**config.mk**
```make
export PLATFORM = sky130hd
export DESIGN_NAME = apb_master_bridge
export DESIGN_NICKNAME = d
export VERILOG_FILES = /design/src/rtl/apb_master_bridge.sv
export SDC_FILE = /design/constraint.sdc
export NUM_CORES = 1
export LEC_CHECK = 0
export ABC_AREA = 1
export BUFFER_PORTS_ARGS = -buffer_cell sky130_fd_sc_hd__buf_4
export CORE_AREA = 4 4 103 95
export DETAILED_ROUTE_END_ITERATION = 7
export DIE_AREA = 0 0 107 99
export GPL_ROUTABILITY_DRIVEN = 0
export MAX_ROUTING_LAYER = met4
export PLACE_DENSITY_LB_ADDON = 0.08
export SYNTH_ARGS = -nofsm -noshare
export SYNTH_HDL_FRONTEND = slang
export SYNTH_SLANG_ARGS = --single-unit
```
**constraint.sdc**
```tcl
create_clock -name pclk -period 2.56 [get_ports pclk]
set_input_delay 0.768 -clock pclk [delete_from_list [all_inputs] [get_ports pclk]]
set_output_delay 0.768 -clock pclk [all_outputs]
set_load 0.05 [all_outputs]
```
**src/rtl/apb_master_bridge.sv**
```systemverilog
// ---------------------------------------------------------------------------
// apb_master_bridge
//
// Purpose:
//   Turns a valid/ready command interface into single APB3 requester
//   transfers (SETUP -> ACCESS, with pready wait states). Each transfer ends
//   with a one-cycle response strobe carrying read data and an error flag.
//   Only one transfer is outstanding at any time.
//
// Optional feature:
//   APB_MASTER_TIMEOUT_EN - when defined, a transfer whose ACCESS phase sees
//   pready low for TIMEOUT_CYCLES cycles is aborted and answered with
//   rsp_err=1. When undefined, ACCESS waits on pready indefinitely.
//
// Ports:
//   pclk, presetn            clock (rising edge), async active-low reset
//   cmd_valid/cmd_ready      command handshake (ready only while idle)
//   cmd_write/addr/wdata     command payload
//   rsp_valid                one-cycle completion strobe
//   rsp_rdata, rsp_err       read data (0 on write/error), error flag
//   psel/penable/pwrite      APB control
//   paddr/pwdata             APB address / write data (held between transfers)
//   prdata/pready/pslverr    APB completer response
// ---------------------------------------------------------------------------
module apb_master_bridge #(
  parameter int ADDR_W         = 32,
  parameter int DATA_W         = 32,
  parameter int TIMEOUT_CYCLES = 16
) (
  input  logic              pclk,
  input  logic              presetn,
  input  logic              cmd_valid,
  output logic              cmd_ready,
  input  logic              cmd_write,
  input  logic [ADDR_W-1:0] cmd_addr,
  input  logic [DATA_W-1:0] cmd_wdata,
  output logic              rsp_valid,
  output logic [DATA_W-1:0] rsp_rdata,
  output logic              rsp_err,
  output logic              psel,
  output logic              penable,
  output logic              pwrite,
  output logic [ADDR_W-1:0] paddr,
  output logic [DATA_W-1:0] pwdata,
  input  logic [DATA_W-1:0] prdata,
  input  logic              pready,
  input  logic              pslverr
);

  typedef enum logic [1:0] {
    ST_IDLE   = 2'b00,
    ST_SETUP  = 2'b01,
    ST_ACCESS = 2'b10
  } state_t;

  state_t              state_q, state_d;
  logic                psel_q, psel_d;
  logic                penable_q, penable_d;
  logic                pwrite_q, pwrite_d;
  logic [ADDR_W-1:0]   paddr_q, paddr_d;
  logic [DATA_W-1:0]   pwdata_q, pwdata_d;
  logic                rsp_valid_q, rsp_valid_d;
  logic                rsp_err_q, rsp_err_d;
  logic [DATA_W-1:0]   rsp_rdata_q, rsp_rdata_d;

`ifdef APB_MASTER_TIMEOUT_EN
  // Counter value seen in the last tolerated wait cycle; the edge that would
  // take the counter to TIMEOUT_CYCLES aborts the transfer instead.
  localparam logic [7:0] TMO_LAST = 8'(TIMEOUT_CYCLES - 1);
  logic [7:0]          tmo_cnt_q, tmo_cnt_d;
`endif

  // Next-state, APB control and response capture.
  always_comb begin
    state_d     = state_q;
    psel_d      = psel_q;
    penable_d   = penable_q;
    pwrite_d    = pwrite_q;
    paddr_d     = paddr_q;
    pwdata_d    = pwdata_q;
    rsp_valid_d = 1'b0;
    rsp_err_d   = rsp_err_q;
    rsp_rdata_d = rsp_rdata_q;
`ifdef APB_MASTER_TIMEOUT_EN
    tmo_cnt_d   = tmo_cnt_q;
`endif

    case (state_q)
      ST_IDLE: begin
        if (cmd_valid) begin
          // cmd_ready is implied by ST_IDLE, so this is the acceptance edge.
          state_d   = ST_SETUP;
          psel_d    = 1'b1;
          penable_d = 1'b0;
          pwrite_d  = cmd_write;
          paddr_d   = cmd_addr;
          pwdata_d  = cmd_wdata;
        end else begin
          psel_d    = 1'b0;
          penable_d = 1'b0;
        end
      end

      ST_SETUP: begin
        state_d   = ST_ACCESS;
        psel_d    = 1'b1;
        penable_d = 1'b1;
`ifdef APB_MASTER_TIMEOUT_EN
        tmo_cnt_d = 8'd0;
`endif
      end

      ST_ACCESS: begin
        if (pready) begin
          // Normal completion takes priority over a coincident timeout.
          state_d     = ST_IDLE;
          psel_d      = 1'b0;
          penable_d   = 1'b0;
          rsp_valid_d = 1'b1;
          rsp_err_d   = pslverr;
          if (!pwrite_q && !pslverr) begin
            rsp_rdata_d = prdata;
          end else begin
            rsp_rdata_d = {DATA_W{1'b0}};
          end
        end
`ifdef APB_MASTER_TIMEOUT_EN
        else if (tmo_cnt_q == TMO_LAST) begin
          state_d     = ST_IDLE;
          psel_d      = 1'b0;
          penable_d   = 1'b0;
          rsp_valid_d = 1'b1;
          rsp_err_d   = 1'b1;
          rsp_rdata_d = {DATA_W{1'b0}};
          tmo_cnt_d   = tmo_cnt_q + 8'd1;
        end else begin
          tmo_cnt_d   = tmo_cnt_q + 8'd1;
        end
`else
        else begin
          state_d = ST_ACCESS;
        end
`endif
      end

      default: begin
        state_d   = ST_IDLE;
        psel_d    = 1'b0;
        penable_d = 1'b0;
      end
    endcase
  end

  // State and output registers; reset drops psel/penable without a clock.
  always_ff @(posedge pclk or negedge presetn) begin
    if (!presetn) begin
      state_q     <= ST_IDLE;
      psel_q      <= 1'b0;
      penable_q   <= 1'b0;
      pwrite_q    <= 1'b0;
      paddr_q     <= {ADDR_W{1'b0}};
      pwdata_q    <= {DATA_W{1'b0}};
      rsp_valid_q <= 1'b0;
      rsp_err_q   <= 1'b0;
      rsp_rdata_q <= {DATA_W{1'b0}};
    end else begin
      state_q     <= state_d;
      psel_q      <= psel_d;
      penable_q   <= penable_d;
      pwrite_q    <= pwrite_d;
      paddr_q     <= paddr_d;
      pwdata_q    <= pwdata_d;
      rsp_valid_q <= rsp_valid_d;
      rsp_err_q   <= rsp_err_d;
      rsp_rdata_q <= rsp_rdata_d;
    end
  end

`ifdef APB_MASTER_TIMEOUT_EN
  // ACCESS-phase wait-state counter.
  always_ff @(posedge pclk or negedge presetn) begin
    if (!presetn) begin
      tmo_cnt_q <= 8'd0;
    end else begin
      tmo_cnt_q <= tmo_cnt_d;
    end
  end
`endif

  assign cmd_ready = (state_q == ST_IDLE);
  assign psel      = psel_q;
  assign penable   = penable_q;
  assign pwrite    = pwrite_q;
  assign paddr     = paddr_q;
  assign pwdata    = pwdata_q;
  assign rsp_valid = rsp_valid_q;
  assign rsp_err   = rsp_err_q;
  assign rsp_rdata = rsp_rdata_q;

endmodule

```
==> results.sh <==
export IMPL_status="finished clean"
export IMPL_path_clk_slew_ps=90
export IMPL_wl_met1_um=4652
export IMPL_gr_total_overflow=0
export IMPL_grt_max_degree=47
export IMPL_synth_cell_types=12
export IMPL_io_buffers=203
export IMPL_drt_iter0_drc=180
export IMPL_drc=0
export IMPL_end_kind="primary output"
export IMPL_post_cts_buffers=0
export IMPL_die_area_sq_um=10590
export IMPL_syn_instance_count=510
export IMPL_fin_crit_ps=1941
export IMPL_cts_tree="done"
export IMPL_numCtsBuffers=9
export IMPL_fp_coreArea_sq_um=8568
export IMPL_io_pins=204
export IMPL_synthesis_area_sq_um=4258
export IMPL_final_common_cell="nand2_1"
export IMPL_dp_slack_ps=773.3
export IMPL_arrival_ps=1170
export IMPL_startpoint_type="register"
export IMPL_max_vdd_ir_drop_mv=1.138
export IMPL_met2_length_um=5747
export IMPL_maxCapViolations=0
export IMPL_syn_nets=612
export IMPL_setup_ws_ps=618.6
export IMPL_required_ps=1790
export IMPL_die_h_um=99
export IMPL_wl_per_cell_um=13.54
export IMPL_dr_total_vias=3879
export IMPL_relSlewSlack_pct=63.19
export IMPL_finalSetupViolCount=0
export IMPL_worstMarginPinSlew_ps=552.1
export IMPL_layout_drive_gt1_share_pct=32.72
export IMPL_fmax_mhz=515.1
export IMPL_syn_area_per_cell_sq_um=8.349
export IMPL_root_buffer="clkbuf_8"
export IMPL_start_util_pct=49.69
export IMPL_crit_fanout=5
export IMPL_postCtsResizedCells=0
export IMPL_antenna_left=0
export IMPL_nFillCells=716
export IMPL_slew_viol_final=0
export IMPL_top_layer="met4"
export IMPL_htree_levels=3
export IMPL_hold_path_class="in2async"
export IMPL_ys_ff_latch=103
export IMPL_grtUsageTotal_pct=21.96
export IMPL_cts_sinks=103
export IMPL_clk_insertion_delay_late_ps=350
export IMPL_hpwl_um=8217
export IMPL_grt_pass1_wl_um=18050
export IMPL_antenna_found_initial=0
export IMPL_dr_wl_met3_um=722
export IMPL_rows=32
export IMPL_synth_seq_area_share_pct=60.53
export IMPL_fin_crit_sh_pct=75.84
export IMPL_skew_ps=11.73
export IMPL_dr_pass1_iters=5
export IMPL_wirelength_um=11210
export IMPL_ys_warn_count=0
export IMPL_nNetsFinal=806
export IMPL_ctsLongestPathBuffers=2
export IMPL_p_leak_nw=3.580
export IMPL_rsz0062_at_grt="false"
export IMPL_p_per_area_nw_per_um2=1551
export IMPL_antennaDiodeCount=0
export IMPL_final_cell_mix="nand2_1, buf_4, dfrtp_1"
export IMPL_die_x_um=107
export IMPL_grt_pass1_vias=3751
export IMPL_via_per_inst=4.685
export IMPL_hold_viol=0
export IMPL_postCtsHoldBufs=0
export IMPL_fin_tns_setup_ps=0
export IMPL_critPathKind="reg2out"
export IMPL_syn_to_final_growth_pct=42.29
export IMPL_r2r_worst_path_cells=6
==> power breakdown <==
group | internal, mW | switching [mW]
Sequential | 2.39 | 0.478
Clock | 0.465 | 0.566
Combinational | 1.51 | 3.99
==> state kept, by name, summed over array words and instances (netlist names) <==
signal	flops
penable	1
rsp_valid	1
psel	1
pwdata	32
rsp_err	1
pwrite	1
paddr	32
rsp_rdata	32
state_q	2
==> layer usage <==
layer / vias up / track usage, %
met5: - / -
met4: 0 / 5.801
met3: 6 / 4.126
li1: 1932 / -
met1: 1793 / 27.61
met2: 148 / 36.74
==> critical path, stage by stage, from the launching register on <==
cell and delay, ps:
dfrtp_1 460, nor2_4 160, buf_4 210
==> layout make-up <==
type                       count  area (sq um)  area share (%)
multi-input combinational    337          1366           22.55
clock buffer                   9         123.9           2.045
clock inverter                 7         80.08           1.322
sequential                   103          2577           42.54
tap                          119         148.9           2.458
timing repair buffer         213          1612           26.60
inverter                      40         150.1           2.478
==> cells in the mapped netlist <==
library cell,n,area share (%)
nand2_1,232,20
dfrtp_1,103,61
nand3_1,67,7.9
inv_1,40,3.5
nor2_1,32,2.8
buf_2,14,1.6
clkbuf_1,8,0.71
buf_6,4,1.1
o21ai_0,4,0.47
buf_4,3,0.53
nor2_2,2,0.29
buf_1,1,0.088
==> metrics by stage <==
stage | area (sq um) | total power [mW] | hold WS, ps | utilization, % | instances
2_1_floorplan | 4258 | 6.655 | 472.4 | - | 510
3_3_place_gp | 5854 | 8.359 | 455.6 | 68.33 | 812
3_5_place_dp | 5854 | 8.432 | 459.7 | 68.33 | 812
4_1_cts | 6058 | 9.477 | 394.5 | 70.71 | 828
5_1_grt | 6058 | 9.919 | 411.3 | 70.71 | 828
6_report | 6058 | 9.397 | 391.2 | 70.71 | 828
==> kinds of logic after synthesis <==
| group | after synthesis | share of synthesized area [%] |
|---|---|---|
| AND/OR/NAND/NOR | 333 | 31.44 |
| AO/OA/AOI/OAI | 4 | 0.4702 |
| buffers and inverters | 70 | 7.552 |
| flip-flops | 103 | 60.53 |
==> worst paths after layout <==
kind,from,to,slack [ps]
worst max register to register,state_q[1]$_DFFE_PN0P_,pwdata[14]$_DFFE_PN0P_,960
max in group asynchronous,presetn,rsp_err$_DFFE_PN0P_,1500
min in group pclk,paddr[27]$_DFFE_PN0P_,paddr[27]$_DFFE_PN0P_,480
worst max-delay path,state_q[1]$_DFFE_PN0P_,cmd_ready,620
worst min register to register,paddr[27]$_DFFE_PN0P_,paddr[27]$_DFFE_PN0P_,480
worst min-delay path,presetn,rsp_rdata[10]$_DFFE_PN0P_,390
Power figures use the tool's default switching activity.
